**src/rtl/multicycle_control.sv**
```systemverilog
// -----------------------------------------------------------------------------
// multicycle_control
//
// Main control unit for a multi-cycle RV32I core that supports lw, sw, R-type,
// I-type ALU, beq and jal. Each instruction is walked through a Moore state
// machine. The datapath mux selects and write enables are decoded from the
// current state. The ALU control and immediate-format select are decoded from
// the instruction fields.
//
// Ports
//   clk           in   rising-edge clock
//   rst_n         in   asynchronous active-low reset
//   op            in   instr[6:0]
//   funct3        in   instr[14:12]
//   funct7b5      in   instr[30]
//   zero          in   ALU result-is-zero flag (branch resolution)
//   mem_ready     in   memory completes the current access this cycle
//   pc_write      out  load PC
//   ir_write      out  load IR and old_pc
//   adr_src       out  memory address select: 0=PC, 1=result
//   mem_write     out  memory write enable
//   reg_write     out  register file write enable
//   alu_src_a     out  00=PC, 01=old_pc, 10=rd1
//   alu_src_b     out  00=rd2, 01=imm_ext, 10=constant 4
//   result_src    out  00=alu_out, 01=mem data, 10=alu_result
//   imm_src       out  00=I, 01=S, 10=B, 11=J
//   alu_control   out  000 add, 001 sub, 010 and, 011 or, 101 slt
//   illegal_instr out  one-cycle pulse in DECODE on an unsupported instruction
//   state         out  current state, for debug
// -----------------------------------------------------------------------------
module multicycle_control (
  input  logic       clk,
  input  logic       rst_n,
  input  logic [6:0] op,
  input  logic [2:0] funct3,
  input  logic       funct7b5,
  input  logic       zero,
  input  logic       mem_ready,
  output logic       pc_write,
  output logic       ir_write,
  output logic       adr_src,
  output logic       mem_write,
  output logic       reg_write,
  output logic [1:0] alu_src_a,
  output logic [1:0] alu_src_b,
  output logic [1:0] result_src,
  output logic [1:0] imm_src,
  output logic [2:0] alu_control,
  output logic       illegal_instr,
  output logic [3:0] state
);

  // Opcodes handled by this core
  localparam logic [6:0] OP_LOAD   = 7'b0000011;
  localparam logic [6:0] OP_STORE  = 7'b0100011;
  localparam logic [6:0] OP_RTYPE  = 7'b0110011;
  localparam logic [6:0] OP_ITYPE  = 7'b0010011;
  localparam logic [6:0] OP_BRANCH = 7'b1100011;
  localparam logic [6:0] OP_JAL    = 7'b1101111;

  // ALU encodings
  localparam logic [2:0] ALU_ADD = 3'b000;
  localparam logic [2:0] ALU_SUB = 3'b001;
  localparam logic [2:0] ALU_AND = 3'b010;
  localparam logic [2:0] ALU_OR  = 3'b011;
  localparam logic [2:0] ALU_SLT = 3'b101;

  typedef enum logic [3:0] {
    S_FETCH    = 4'd0,
    S_DECODE   = 4'd1,
    S_MEMADR   = 4'd2,
    S_MEMREAD  = 4'd3,
    S_MEMWB    = 4'd4,
    S_MEMWRITE = 4'd5,
    S_EXECUTER = 4'd6,
    S_EXECUTEI = 4'd7,
    S_ALUWB    = 4'd8,
    S_BEQ      = 4'd9,
    S_JAL      = 4'd10
  } state_t;

  state_t      r_state;
  state_t      w_next;

  logic [1:0]  w_alu_op;
  logic        w_pc_update;
  logic        w_branch;
  logic        w_ir_write;
  logic        w_mem_write;
  logic        w_reg_write;
  logic        w_illegal;

  // ALU decoder: alu_op 00 forces add, 01 forces sub, 10 decodes funct3.
  // Subtract is only chosen for R-type (op[5]=1); addi ignores funct7b5,
  // since instr[30] is part of its immediate.
  function automatic logic [2:0] alu_decode(input logic [1:0] alu_op,
                                            input logic [2:0] f3,
                                            input logic       op5,
                                            input logic       f7b5);
    logic [2:0] ctl;
    ctl = ALU_ADD;
    case (alu_op)
      2'b00: ctl = ALU_ADD;
      2'b01: ctl = ALU_SUB;
      2'b10: begin
        case (f3)
          3'b000:  ctl = (op5 && f7b5) ? ALU_SUB : ALU_ADD;
          3'b010:  ctl = ALU_SLT;
          3'b110:  ctl = ALU_OR;
          3'b111:  ctl = ALU_AND;
          default: ctl = ALU_ADD;
        endcase
      end
      default: ctl = ALU_ADD;
    endcase
    return ctl;
  endfunction

  // Immediate-format select depends only on the opcode
  function automatic logic [1:0] imm_decode(input logic [6:0] opc);
    logic [1:0] sel;
    case (opc)
      OP_STORE:  sel = 2'b01;
      OP_BRANCH: sel = 2'b10;
      OP_JAL:    sel = 2'b11;
      default:   sel = 2'b00;
    endcase
    return sel;
  endfunction

  // State register
  always_ff @(posedge clk or negedge rst_n) begin
    if (!rst_n) begin
      r_state <= S_FETCH;
    end else begin
      r_state <= w_next;
    end
  end

  // Next-state and Moore output decode
  always_comb begin
    w_next      = r_state;
    w_alu_op    = 2'b00;
    w_pc_update = 1'b0;
    w_branch    = 1'b0;
    w_ir_write  = 1'b0;
    w_mem_write = 1'b0;
    w_reg_write = 1'b0;
    w_illegal   = 1'b0;
    adr_src     = 1'b0;
    alu_src_a   = 2'b00;
    alu_src_b   = 2'b00;
    result_src  = 2'b00;

    case (r_state)
      S_FETCH: begin
        // PC+4 is computed on the ALU and loaded directly into the PC
        // in the same cycle the instruction word arrives.
        alu_src_b   = 2'b10;
        result_src  = 2'b10;
        w_ir_write  = mem_ready;
        w_pc_update = mem_ready;
        if (mem_ready) begin
          w_next = S_DECODE;
        end
      end

      S_DECODE: begin
        // Precompute the branch/jump target into alu_out
        alu_src_a = 2'b01;
        alu_src_b = 2'b01;
        case (op)
          OP_LOAD, OP_STORE: w_next = S_MEMADR;
          OP_RTYPE:          w_next = S_EXECUTER;
          OP_ITYPE:          w_next = S_EXECUTEI;
          OP_JAL:            w_next = S_JAL;
          OP_BRANCH: begin
            if (funct3 == 3'b000) begin
              w_next = S_BEQ;
            end else begin
              w_next    = S_FETCH;
              w_illegal = 1'b1;
            end
          end
          default: begin
            w_next    = S_FETCH;
            w_illegal = 1'b1;
          end
        endcase
      end

      S_MEMADR: begin
        alu_src_a = 2'b10;
        alu_src_b = 2'b01;
        // op[5] separates store (0100011) from load (0000011)
        w_next    = op[5] ? S_MEMWRITE : S_MEMREAD;
      end

      S_MEMREAD: begin
        adr_src = 1'b1;
        if (mem_ready) begin
          w_next = S_MEMWB;
        end
      end

      S_MEMWB: begin
        result_src  = 2'b01;
        w_reg_write = 1'b1;
        w_next      = S_FETCH;
      end

      S_MEMWRITE: begin
        // Write enable stays high for the whole access, including waits
        adr_src     = 1'b1;
        w_mem_write = 1'b1;
        if (mem_ready) begin
          w_next = S_FETCH;
        end
      end

      S_EXECUTER: begin
        alu_src_a = 2'b10;
        w_alu_op  = 2'b10;
        w_next    = S_ALUWB;
      end

      S_EXECUTEI: begin
        alu_src_a = 2'b10;
        alu_src_b = 2'b01;
        w_alu_op  = 2'b10;
        w_next    = S_ALUWB;
      end

      S_ALUWB: begin
        w_reg_write = 1'b1;
        w_next      = S_FETCH;
      end

      S_BEQ: begin
        // alu_out holds the target from DECODE; zero comes from rs1-rs2
        alu_src_a = 2'b10;
        w_alu_op  = 2'b01;
        w_branch  = 1'b1;
        w_next    = S_FETCH;
      end

      S_JAL: begin
        // PC <- target (alu_out); ALU computes old_pc+4 for the link write
        alu_src_a   = 2'b01;
        alu_src_b   = 2'b10;
        w_pc_update = 1'b1;
        w_next      = S_ALUWB;
      end

      default: begin
        w_next = S_FETCH;
      end
    endcase
  end

  // Write enables are gated by rst_n so that nothing commits while reset is
  // held, even though FETCH itself would otherwise follow mem_ready.
  assign pc_write      = rst_n & (w_pc_update | (w_branch & zero));
  assign ir_write      = rst_n & w_ir_write;
  assign mem_write     = rst_n & w_mem_write;
  assign reg_write     = rst_n & w_reg_write;
  assign illegal_instr = rst_n & w_illegal;

  assign alu_control   = alu_decode(w_alu_op, funct3, op[5], funct7b5);
  assign imm_src       = imm_decode(op);
  assign state         = r_state;

endmodule

```
**config.mk**
```make
export PLATFORM = sky130hd
export DESIGN_NAME = multicycle_control
export DESIGN_NICKNAME = d
export VERILOG_FILES = /design/src/rtl/multicycle_control.sv
export SDC_FILE = /design/constraint.sdc
export NUM_CORES = 1
export LEC_CHECK = 0
export BUFFER_PORTS_ARGS = -buffer_cell sky130_fd_sc_hd__buf_2
export CAP_MARGIN = 0
export CORE_MARGIN = 2
export CORE_UTILIZATION = 46
export CTS_CLUSTER_DIAMETER = 50
export DETAILED_ROUTE_END_ITERATION = 10
export MAX_ROUTING_LAYER = met4
export PLACE_DENSITY_LB_ADDON = 0.15
export SYNTH_ARGS = -nofsm -noshare
export SYNTH_HDL_FRONTEND = slang
export SYNTH_SLANG_ARGS = --single-unit
export TNS_END_PERCENT = 5
```
**constraint.sdc**
```tcl
create_clock -name clk -period 4.2 [get_ports clk]
set_input_delay 0.42 -clock clk [delete_from_list [all_inputs] [get_ports clk]]
set_output_delay 0.42 -clock clk [all_outputs]
set_load 0.1 [all_outputs]
```
* After elaboration in Yosys (flattened, before gate mapping)
Cells that the tools add are included.
** Storage, ports and cells
- Register bits after elaboration :: 4
- Word-level logic and storage cells :: 70
** Cells by class
- Reduce and logical (&&, ||, !) cells :: 14
- Bitwise gates (word level) :: 7
- Equality and inequality tests :: 24
- Multiplexer cells :: 24
** Operators by type and width (number)
- $pmux W4 S6 :: 1
- $pmux W4 S5 :: 1
- $eq A4 B3 Y1 const B :: 4
- $mux W4 :: 4
- $pmux W2 S2 :: 4
- $eq A7 B6 Y1 const B :: 2
- $eq A7 B7 Y1 const B :: 2
- $eq A4 B4 Y1 const B :: 3
- $pmux W3 S4 :: 1
- $reduce_or A2 Y1 :: 6
- $eq A4 B2 Y1 const B :: 2
- $mux W1 :: 8
- $eq A7 B2 Y1 const B :: 1
- $eq A7 B5 Y1 const B :: 1
- $and A1 B1 Y1 :: 6
- $eq A3 B3 Y1 const B :: 2
- $ne A2 B2 Y1 const B :: 3
- $pmux W2 S3 :: 1
- $pmux W3 S2 :: 1
- $reduce_or A3 Y1 :: 2
- $reduce_or A5 Y1 :: 1
- $eq A4 B1 Y1 const B :: 1
- $logic_not A4 Y1 :: 1
- $pmux W1 S2 :: 2
- 9 further kinds :: 9

* Logic depth before layout (Yosys ltp)
- Depth in word-level cells :: 5
- Depth in mapped cells :: 7
- Gate-level depth less buffers :: 6

* Worst setup path before layout
Ideal clock, no wire load.
- Path kind :: reg2out
- Start :: register r_state[3] (netlist: state[3])
- End :: output ir_write
- Arrival time :: 5.093 ns
- Stages on the path, launching flop included :: 4
- Data required time :: 3.780 ns
- Setup slack :: -1.313 ns
- Path through :: dfrtp_1 > buf_2 > nor4_1 > and3_1
** Between the ends
- Longest elaborated chain between the ends :: 3
** RTL lines
- start, declared :: RTL line 82 : state_t r_state;
- start signal, assigned :: RTL line 136 : r_state <= w_next;
- $logic_not A4 Y1 :: RTL line 155 : case (r_state)
- $mux W1 :: RTL line 155
- $and A1 B1 Y1 :: RTL line 264 : assign ir_write = rst_n & w_ir_write;
- end, declared :: RTL line 40 : output logic ir_write,
Every way passes these cells.

* Worst setup path in the final report
- Start :: register r_state[1] (netlist: state[1])
- End :: output alu_control[2]
** Between the ends
- Longest elaborated chain between the ends :: 5
- Elaborated cells on any way between the ends :: 8
** RTL lines
- $eq A4 B3 Y1 :: RTL line 155
- $reduce_or A2 Y1 (no source line)
- $pmux W2 S2 (*) :: RTL line 155
- $eq A2 B2 Y1 or $eq A2 B1 Y1 (tied branches) :: RTL line 102 : case (alu_op)
- $pmux W3 S2 (*) :: RTL line 102
- end, declared :: RTL line 48 : output logic [2:0] alu_control,
Mark *: on every way between the ends. The rest lies on a longest branch, timed or not.

==> impl_metrics.toml <==
[synthesis]
synth_cell_type_count = 39
ys.flop_type = "dfrtp_1"
synth-edff-count = 0
synth_area_leaders = "dfrtp_1 (16%), nor2b_1 (5.9%), a21oi_1 (5.5%)"
yosys.area.top_type_share_pct = 15.7
synth.largest_area_cell = "dfrtp_1"
async_flop_share_pct = 100
netlist_area_um2 = 636
ys_warn_count = 0
synth_nets = 105
syn_area_per_cell_um2 = 7.22
postSynthCellCount = 88
synth-seq-area-share_pct = 15.7
ys_seq_elements = 4

[setup_path]
path_cells = "and2b_4, nand3b_1, inv_1, ha_1, nor4_2, buf_2"
ff2ff_setup_slack_ns = 2.55
rr_endpoint = "state[2]"
cp-start-kind = "flip-flop"
timing.rr.start = "state[1]"
cp.arrival_ns = 2.32
end_kind = "output pin"
critPathTopFamily = "flip-flops"
reg2reg_depth = 4
path_max_fanout = 16
cpPeakStageDelay_ns = 0.63
cp_slowest_cell = "dfrtp_1"
crit_required_ns = 3.78
path_buf_inv = 2
path_class = "flip-flop to output pin"

[clocking]
cts_setup_buffers = 0
cts_tree = "yes"
cts.path.max_buffers = 2
path_clk_slew_ns = 0.04
h-tree-depth = 1
cts_buffers = 3
clk_latency_ns = 0.23
ctsResizeCount = 0
cts.sinks = 4
hold_buffers = 0
clock-root-buffer = "clkbuf_4"

[global_routing]
grt_use_met3_pct = 0
grt_pass1_vias = 543
grt_max_degree = 19
use_met1_pct = 28.7
antenna_found_initial = 0
grtUsageMet2_pct = 32.0
grt_first_pass_wirelength_um = 2300
overflow = 0
grt.total_usage_pct = 20.6
top_usage_layer = "met2"

[sta]
setup_viol = 0
period_share_pct = 65.1
relSlewSlack_pct = 66.1
fin_skew_ns = 0.00147
max_freq_ghz = 0.366
maxSlewViolCount = 0
tns_ns = 0
hold_violations = 0
worstMarginPinSlew_ns = 0.509
grt_setup_unrepaired = "no"
period_minus_slack_ns = 2.74

[cells_and_area]
syn_to_final_growth_pct = 33.5
fin_cells = 137
final_net_count = 141
largest_register_ffs = 4
post-route-util_pct = 65.2
final_cell_mix = "buf_2 (35), nor2_1 (9), a21oi_1 (7)"
drive_gt1_share_pct = 40.2
final_common_cell = "buf_2"
nFillCells = 131
antennaDiodeCount = 0

[drt]
dr.first_iter.drc_count = 16
vias = 756
wl_um = 1660
antenna_left = 0
viasPerCell = 5.52
drc = 0
wl_per_cell_um = 12.1
dr.pass1.iters = 4

[die]
dieWidth_um = 41.2
initial_core_util_pct = 48.8
dieHeight_um = 41.2
io_pins = 36
core_area_um2 = 1300
rows = 13
die_area_um2 = 1690

[hold_path]
hp-class = "primary input to async pin"

[power]
p_switching_uw = 114
internal_power_uw = 98.3
ir_worst_vdd_mv = 0.225
finalPower_uw = 212
clkPwrFrac_pct = 21.7
power_leakage_uw = 0.000437
power.density_nw_per_um2 = 250
seq_power_share_pct = 21.9
pwr-share-comb_pct = 56.3
sw_frac_of_total_pct = 53.7

[placed_design]
io_buffers = 35
placed_cells = 134
hpwl_um = 1280
place.gp.congestion = 0.800

[run_status]
status = "finished clean"

[flow_run]
drv_cap = 0
-- cells by family (layout without fill, tap and decap cells) --
family	count (synthesis)	after routing	share of synthesized area (%)
simple gates	47	47	46.8
compound gates	22	22	22.6
buf+inv	10	44	6.10
flops	4	4	15.7
fa+ha+maj	2	2	3.94
mux	2	2	3.35
xor+xnor	1	1	1.38
-- metrics by stage --
step / hold WS (ns) / cell area (um^2) / setup WS [ns]
2_1_floorplan: 0.124 / 648 / -0.0325
3_3_place_gp: 0.259 / 826 / 1.76
3_5_place_dp: 0.261 / 826 / 1.73
4_1_cts: 0.0105 / 848 / 1.46
5_1_grt: 0.0152 / 848 / 1.31
6_report: 0.0218 / 848 / 1.46
-- how the worst max path moves through the flow --
| stage | start | to | slack (ns) | depth (start not counted) |
|---|---|---|---|---|
| 2_1_floorplan | state[3] | ir_write | -0.03 | 3 |
| 3_3_place_gp | state[1] | alu_control[2] | 1.76 | 6 |
| 3_5_place_dp | state[1] | alu_control[2] | 1.73 | 6 |
| 4_1_cts | state[1] | alu_control[2] | 1.46 | 6 |
| 5_1_grt | state[1] | alu_control[2] | 1.31 | 6 |
| 6_report | state[1] | alu_control[2] | 1.46 | 6 |
-- power groups by stage --
stage	sequential [uW]	combinational, uW	clock, uW
floorplan	54.2	87.9	0
global placement	46.7	119	0
detailed placement	46.8	119	0
CTS	46.4	120	49.6
global route	47.2	126	51.9
finish	46.6	120	46.1
-- synth_stat cells, drive strengths merged, types with 3 or more instances --
cell	instances
a21oi	8
and3	4
clkbuf	3
dfrtp	4
inv	6
nand2	6
nand3b	3
nor2	9
nor2b	6
nor3	3
o21ai	5
-- routing by layer --
metal / up-vias / routed length (um)
li1: 393 / -
met5: - / 0
met1: 343 / 781
met2: 20 / 804
met3: 0 / 71
met4: 0 / 0
-- layout make-up --
cell class	instances	area (um^2)	share of cell area, %
repair buffers	35	175	20.6
inverters	6	22.5	2.65
multi-input cells	74	509	60.0
clock buffers	3	22.5	2.65
well taps	15	18.8	2.21
flip-flops and latches	4	100	11.8
Note: power is estimated with default switching activity, not from simulation.
